==> src/rtl/pipe_stage_skid_if.sv <==
// Handshake bundle for one stage boundary: upstream valid/ready/data in, downstream valid/ready/data out.
// The slave modport is the register stage; the master modport is whatever surrounds it.
interface pipe_stage_skid_if #(
   parameter int unsigned DATA_W = 32
);
   logic              in_valid_i;
   logic              in_ready_o;
   logic [DATA_W-1:0] in_data_i;
   logic              out_valid_o;
   logic              out_ready_i;
   logic [DATA_W-1:0] out_data_o;

   modport master (
      output in_valid_i, in_data_i, out_ready_i,
      input  in_ready_o, out_valid_o, out_data_o
   );

   modport slave (
      input  in_valid_i, in_data_i, out_ready_i,
      output in_ready_o, out_valid_o, out_data_o
   );
endinterface

==> src/rtl/pipe_stage_skid.sv <==
// Generic inter-stage register with 2-entry skid buffer, registered ready, flush with field kill,
// and a saturating back-pressure counter.
module pipe_stage_skid #(
   parameter int unsigned       DATA_W    = 32,
   parameter logic [DATA_W-1:0] KILL_MASK = '0,
   parameter logic [DATA_W-1:0] RESET_VAL = '0,
   parameter int unsigned       CNT_W     = 16
) (
   input  logic                clk_i,
   input  logic                rst_ni,
   input  logic                flush_i,
   input  logic                stall_clr_i,
   pipe_stage_skid_if.slave    bus,
   output logic [1:0]          occupancy_o,
   output logic [CNT_W-1:0]    stall_cnt_o
);

   typedef enum logic [1:0] {
      EMPTY = 2'd0,
      BUSY  = 2'd1,
      FULL  = 2'd2
   } state_e;

   state_e            r_state;
   state_e            w_state_nxt;
   logic              r_in_ready;
   logic [DATA_W-1:0] r_main;
   logic [DATA_W-1:0] r_skid;
   logic [CNT_W-1:0]  r_stall_cnt;

   logic w_in_fire;
   logic w_out_fire;
   logic w_out_valid;
   logic w_main_from_in;
   logic w_main_from_skid;
   logic w_skid_from_in;
   logic w_stall;

   assign w_in_fire  = bus.in_valid_i & r_in_ready;
   assign w_out_fire = w_out_valid & bus.out_ready_i;

   // Ready is registered from the next state, so out_ready_i never reaches in_ready_o combinationally.
   always_ff @(posedge clk_i or negedge rst_ni) begin
      if (!rst_ni) begin
         r_state    <= EMPTY;
         r_in_ready <= 1'b1;
      end else begin
         r_state    <= w_state_nxt;
         r_in_ready <= (w_state_nxt != FULL);
      end
   end

   always_comb begin
      w_state_nxt = r_state;
      case (r_state)
         EMPTY: if (w_in_fire) w_state_nxt = BUSY;
         BUSY: begin
            if (w_in_fire && !w_out_fire)      w_state_nxt = FULL;
            else if (!w_in_fire && w_out_fire) w_state_nxt = EMPTY;
         end
         FULL:    if (w_out_fire) w_state_nxt = BUSY;
         default: w_state_nxt = EMPTY;
      endcase
      if (flush_i) w_state_nxt = EMPTY;
   end

   always_comb begin
      w_out_valid      = (r_state != EMPTY);
      occupancy_o      = {r_state == FULL, r_state == BUSY};
      w_main_from_in   = 1'b0;
      w_main_from_skid = 1'b0;
      w_skid_from_in   = 1'b0;
      case (r_state)
         EMPTY: w_main_from_in = w_in_fire;
         BUSY: begin
            w_main_from_in = w_in_fire & w_out_fire;
            w_skid_from_in = w_in_fire & ~w_out_fire;
         end
         FULL:    w_main_from_skid = w_out_fire;
         default: ;
      endcase
      w_stall = w_out_valid & ~bus.out_ready_i & ~flush_i;
   end

   // On flush only the killed fields are cleared; the rest of each entry holds.
   always_ff @(posedge clk_i or negedge rst_ni) begin
      if (!rst_ni) begin
         r_main <= RESET_VAL;
         r_skid <= RESET_VAL;
      end else if (flush_i) begin
         r_main <= r_main & ~KILL_MASK;
         r_skid <= r_skid & ~KILL_MASK;
      end else begin
         if (w_main_from_in)        r_main <= bus.in_data_i;
         else if (w_main_from_skid) r_main <= r_skid;
         if (w_skid_from_in)        r_skid <= bus.in_data_i;
      end
   end

   always_ff @(posedge clk_i or negedge rst_ni) begin
      if (!rst_ni) begin
         r_stall_cnt <= '0;
      end else if (stall_clr_i) begin
         r_stall_cnt <= '0;
      end else if (w_stall && (r_stall_cnt != '1)) begin
         r_stall_cnt <= r_stall_cnt + 1'b1;
      end
   end

   assign bus.in_ready_o  = r_in_ready;
   assign bus.out_valid_o = w_out_valid;
   assign bus.out_data_o  = r_main;
   assign stall_cnt_o     = r_stall_cnt;

endmodule

==> src/flat_wrapper.sv <==
// flat-port wrapper written by rule: the top's interface ports become plain ports
module pipe_stage_skid_flat 
#(
   parameter int unsigned       DATA_W    = 32,
   parameter logic [DATA_W-1:0] KILL_MASK = '0,
   parameter logic [DATA_W-1:0] RESET_VAL = '0,
   parameter int unsigned       CNT_W     = 16
)
  (clk_i, rst_ni, flush_i, stall_clr_i, occupancy_o, stall_cnt_o, bus_in_valid_i, bus_in_data_i, bus_out_ready_i, bus_in_ready_o, bus_out_valid_o, bus_out_data_o);
  pipe_stage_skid_if #(.DATA_W(DATA_W)) bus_i ();
  input  logic clk_i;
  input  logic rst_ni;
  input  logic flush_i;
  input  logic stall_clr_i;
  output logic [1:0] occupancy_o;
  output logic [CNT_W-1:0] stall_cnt_o;
  input wire logic [$bits(bus_i.in_valid_i)-1:0] bus_in_valid_i;
  input wire logic [$bits(bus_i.in_data_i)-1:0] bus_in_data_i;
  input wire logic [$bits(bus_i.out_ready_i)-1:0] bus_out_ready_i;
  output wire logic [$bits(bus_i.in_ready_o)-1:0] bus_in_ready_o;
  output wire logic [$bits(bus_i.out_valid_o)-1:0] bus_out_valid_o;
  output wire logic [$bits(bus_i.out_data_o)-1:0] bus_out_data_o;
  assign bus_i.in_valid_i = bus_in_valid_i;
  assign bus_i.in_data_i = bus_in_data_i;
  assign bus_i.out_ready_i = bus_out_ready_i;
  assign bus_in_ready_o = bus_i.in_ready_o;
  assign bus_out_valid_o = bus_i.out_valid_o;
  assign bus_out_data_o = bus_i.out_data_o;
  pipe_stage_skid #(.DATA_W(DATA_W), .KILL_MASK(KILL_MASK), .RESET_VAL(RESET_VAL), .CNT_W(CNT_W)) u_core (.clk_i(clk_i), .rst_ni(rst_ni), .flush_i(flush_i), .stall_clr_i(stall_clr_i), .bus(bus_i), .occupancy_o(occupancy_o), .stall_cnt_o(stall_cnt_o));
endmodule
==> config.mk <==
export PLATFORM = sky130hd
export DESIGN_NAME = pipe_stage_skid_flat
export DESIGN_NICKNAME = d
export VERILOG_FILES = /design/src/rtl/pipe_stage_skid_if.sv /design/src/rtl/pipe_stage_skid.sv /design/src/flat_wrapper.sv
export SDC_FILE = /design/constraint.sdc
export NUM_CORES = 1
export LEC_CHECK = 0
export ABC_AREA = 0
export ABC_CLOCK_PERIOD_IN_PS = 3500
export CAP_MARGIN = 30
export CORE_MARGIN = 10
export CORE_UTILIZATION = 55
export CTS_BUF_LIST = sky130_fd_sc_hd__clkbuf_16
export DETAILED_ROUTE_END_ITERATION = 8
export PLACE_DENSITY = 0.93
export SYNTH_ARGS = -nofsm -noshare
export SYNTH_HDL_FRONTEND = slang
export SYNTH_SLANG_ARGS = --single-unit
==> constraint.sdc <==
create_clock -name clk_i -period 3.5 [get_ports clk_i]
set_input_delay 0.875 -clock clk_i [delete_from_list [all_inputs] [get_ports clk_i]]
set_output_delay 0.875 -clock clk_i [all_outputs]
set_load 0.03 [all_outputs]
# Yosys cells after proc, flatten, opt, wreduce, memory -nomap -nowiden
# Index checks and enable logic that the tools add are counted.
dict set report totals {
  in_bits 38
  output_inout_bits 52
  register_bits 83
}
dict set report classes {
  n_mux 13
  reduce_logical 11
  eq_ne 4
  n_addsub 1
  bitwise 9
}
# op count
set ops {}
lappend ops {{two-way mux 32 bit} 2}
lappend ops {{two-way mux 16 bit} 2}
lappend ops {{adder 16 x 1 -> 16 bit, second input constant} 1}
lappend ops {{!= test 16 bit, second input constant} 1}
lappend ops {{two-way mux 2 bit} 5}
lappend ops {{AND 1 bit} 6}
lappend ops {{case mux 2 bit (3 select lines)} 1}
lappend ops {{nonzero test 2 bit} 3}
lappend ops {{AND reduction 2 bit} 2}
lappend ops {{logical AND 1 bit} 3}
lappend ops {{NOT 1 bit} 3}
lappend ops {{== test 2 x 1 -> 1 bit, second input constant} 1}
lappend ops {{== test 2 bit, second input constant} 1}
lappend ops {{logical NOT 1 bit} 2}
lappend ops {{logical NOT 2 bit} 1}
lappend ops {{two-way mux 1 bit} 2}
lappend ops {{!= test 2 bit, second input constant} 1}
lappend ops {{case mux 1 bit (2 select lines)} 1}

# Logic depth before layout (Yosys ltp)
dict set report logic_depth {
  depth_word 8
  mapped_depth 6
}

# Worst setup path before layout
# Ideal clock, no wire load.
dict set report synth_timing {
  kind {input-to-reg}
  startpoint {in bus_out_ready_i}
  endpoint {reg u_core.r_main[10], in the netlist u_core.bus.out_data_o[10]}
  n_path_buf 2
  path_stages 6
  setup_ps 125
  arrival_ps 2241
  setup_slack_ps 1134
  cell_sequence {nand2b_1 or3b_1 buf_6 a21oi_4 buf_12 mux2_4}
}
dict set report synth_between {
  elab_chain_len 5
}
# item line_no
set synth_rtl {}
lappend synth_rtl {{start, declared} flat_wrapper.sv:19} ;# input wire logic [$bits(bus_i.out_ready_i)-1:0] bus_out_ready_i;
lappend synth_rtl {{AND 1 bit (*)} pipe_stage_skid.sv:40} ;# assign w_out_fire = w_out_valid & bus.out_ready_i;
lappend synth_rtl {{AND 1 bit} pipe_stage_skid.sv:76} ;# w_main_from_in = w_in_fire & w_out_fire;
lappend synth_rtl {{case mux 1 bit (2 select lines)} pipe_stage_skid.sv:73} ;# case (r_state)
lappend synth_rtl {{nonzero test 2 bit (no source line)} -}
lappend synth_rtl {{AND reduction 2 bit (no source line)} -}
lappend synth_rtl {{end signal, assigned} pipe_stage_skid.sv:91} ;# r_main <= r_main & ~KILL_MASK;
lappend synth_rtl {{end signal, assigned} pipe_stage_skid.sv:94} ;# if (w_main_from_in) r_main <= bus.in_data_i;
lappend synth_rtl {{end signal, assigned} pipe_stage_skid.sv:95} ;# else if (w_main_from_skid) r_main <= r_skid;
lappend synth_rtl {{end, declared} pipe_stage_skid.sv:27} ;# logic [DATA_W-1:0] r_main;
# Mark *: on every way between the ends. The rest lies on a longest branch, timed or not.
# A chain may end at the register's enable or synchronous reset.

# Worst setup path in the final report
dict set report layout_timing {
  startpoint {in bus_out_ready_i}
  endpoint {reg u_core.r_main[22], in the netlist u_core.bus.out_data_o[22]}
}
# Same word-level chain as after synthesis.

==> metrics.csv <==
stage,metric,value,unit
setup_path,endpoint,u_core.bus.out_data_o[22],
setup_path,cp.arrival,2.96,ns
global_route,grt_use_total,0.165,
power,p_leak,2.39,nW
finish,ff_latch_area,2080,µm²
finish,final_common_cell,clkdlybuf4s50_1,
timing,hold_violations,0,
finish,diodes,0,
setup_path,rr_startpoint,u_core.bus.in_ready_o,
cts,cts_resized,0,
synth,synth_edf_count,0,
power,vdd_ir_drop_max,0.325,mV
finish,synthToLayoutAreaGrowth,29.2,%
timing,finClkSkew,0.00680,ns
synth,synthMuxAreaShare,0.329,
finish,fill_cells,474,
routing,firstDrtPassIters,4,
cts,path_clk_slew,0.06,ns
setup_path,r2r-end,u_core.bus.out_data_o[22],
cts,postCtsSetupBuffers,0,
routing,drt_iter0_markers,68,
finish,final_nets,419,
finish,final_cell_mix,"88 x clkdlybuf4s50_1, 82 x dfrtp_1, 58 x mux2_4",
global_route,grt_pass1_wl,15200,µm
synth,syn-cell-area,4180,µm²
finish,multi_input_area,1920,µm²
synth,synth_ff_type,dfrtp_1,
synth,synth_cell_type_count,40,
floorplan,fp.coreArea,7330,µm²
synth,syn-num-nets,328,
routing,wl_per_cell,19.0,µm
placement,gp_congestion,0.775,
setup_path,cp_top_family,buffers and inverters,
timing,relSlewSlack,0.458,
timing,max_freq,366,MHz
power,powerDensity,645,nW/µm²
cts,cts.htree.levels,3,
timing,tns,0,ns
setup_path,worst-path-buf-inv,2,
timing,setup_viol,0,
synth,synth_seq_cells,83,
floorplan,rows,31,
flow_run,drv_cap,0,
synth,synth-simple-area-share,0.0925,
synth,synth_top_family_by_area,multiplexers,
synth,synthCells,289,
timing,hold-worst-slack,0.437,ns
finish,drive_above_1_share,0.338,
setup_path,crit_slowest_cell,or3b_2,
synth,synth_xor_xnor_area_share,0.00209,
synth,synthAdderAreaFrac,0.00299,
setup_path,crit_fanout,24,
setup_path,cp.depth,6,
global_route,grt_max_degree,60,
outcome,status,"finished, final reports clean",
cts,cts_tree,done,
setup_path,crit_chain,"clkdlybuf4s50_1, nand2b_1, or3b_2, buf_4, mux2_4, mux2_4",
setup_path,endpoint_kind,flip-flop,
setup_path,cp.required,3.72,ns
synth,ys.warnings.count,0,
floorplan,chipWidth,107,µm
placement,dp_hpwl,6510,µm
worst_hold_path,hold_class,input pin to async pin,
setup_path,cp-startpoint,bus_out_ready_i,
synth,synth_compound_area_frac,0.0329,
cts,clock-root-buffer,clkbuf_16,
setup_path,slowest_delay,0.51,ns
routing,wirelength,9220,µm
setup_path,r2r_slack,1.35,ns
routing,antenna_left,0,
floorplan,dieArea,11500,µm²
placement,port_buffers,89,
cts,clock_sinks,83,
setup_path,crit_path_start_kind,input pin,
global_route,grt_overflow,0,
cts,cts.path.max_buffers,2,
global_route,antenna_found_initial,0,
timing,slew_viol_final,0,
setup_path,cpMostUsedCell,mux2_4,
timing,rsz0062_at_grt,no,
floorplan,pin_count,90,
timing,fin_crit_sh,0.782,
synth,ys_seq_area_frac,0.497,
routing,drc,0,
routing,vias,2640,
synth,synth_area_per_cell,14.5,µm²
timing,period_needed,2.74,ns
routing,vias_per_cell,5.45,
cts,clkLatencyLatePin,0.34,ns
floorplan,start_util,0.570,
setup_path,reg2reg_depth,5,
cts,hold_buffers,0,
timing,worst_pin_slew,0.810,ns
cts,numCtsBuffers,9,
setup_path,critPathKind,input pin to flip-flop,
global_route,grt_pass1_vias,2947,
floorplan,die_y,107,µm
synth,synthArstFlopShare,1.00,
-- per-layer routing --
metal	global-route usage	share of wire	wire length [µm]
met5	0	0	0
met2	0.277	0.51	4700
met3	0.0665	0.076	697
met4	0.0435	0.0087	80
met1	0.191	0.41	3740
-- registers in the layout, summed over array words and instances (netlist names) --
name                   flops
u_core.bus.out_data_o     32
u_core.r_skid             32
u_core.bus.in_ready_o      1
u_core.r_state             2
u_core.stall_cnt_o        16
-- synthesized netlist by cell type (2+ instances only) --
cell,number,area share
nor2_1,10,0.0090
mux2_4,58,0.21
nand3_1,4,0.0048
buf_6,2,0.0054
buf_12,6,0.029
clkbuf_1,3,0.0027
nor4_2,2,0.0060
a21oi_1,9,0.011
o31ai_1,6,0.011
o21ai_0,3,0.0036
dfrtp_1,82,0.49
or4_1,7,0.013
buf_2,2,0.0024
mux2_1,3,0.0081
nor2b_1,9,0.013
nor4_1,5,0.0075
and3_1,2,0.0030
nand4_1,4,0.0060
mux2_2,40,0.11
buf_1,2,0.0018
mux2i_1,2,0.0048
inv_1,3,0.0027
nand2_1,8,0.0072
-- layout make-up --
type,instances,share of cell area
clock buffer,9,0.0417
clock inverter,7,0.0141
inverter,3,0.00208
multi-input combinational,188,0.356
sequential,83,0.385
tap,99,0.0229
timing repair buffer,95,0.179
-- report_power, final --
| part | internal (mW) | leakage [nW] | switching [mW] |
|---|---|---|---|
| logic | 0.658 | 1.20 | 0.523 |
| clock network | 0.557 | 0.144 | 0.391 |
| registers | 1.21 | 1.05 | 0.145 |
-- through the flow --
stage	utilization	worst slack (ns)	cell area [µm²]	total power [mW]	cells
global placement	0.692	0.447	5070	2.50	467
global route	0.737	0.709	5400	3.65	484
finish	0.737	0.764	5400	3.49	484
floorplan	-	1.13	4180	2.12	289
CTS	0.737	0.772	5400	3.53	484
detailed placement	0.696	0.415	5100	2.56	468
-- cells by family after synthesis --
| kind of cell | count (synthesis) |
|---|---|
| fa+ha+maj | 1 |
| simple gates | 62 |
| buf+inv | 18 |
| compound gates | 21 |
| xor+xnor | 1 |
| mux | 103 |
| flops | 83 |
-- worst min-delay path by stage --
stage	end	depth (start not counted)	startpoint
global route	u_core.bus.out_data_o[24]	1	rst_ni
global placement	u_core.r_skid[0]	1	u_core.r_skid[0]
finish	u_core.bus.out_data_o[24]	1	rst_ni
CTS	u_core.bus.out_data_o[24]	1	rst_ni
detailed placement	u_core.r_skid[18]	1	u_core.r_skid[18]
floorplan	u_core.r_skid[0]	1	u_core.r_skid[0]
(Power assumes the default switching activity.)
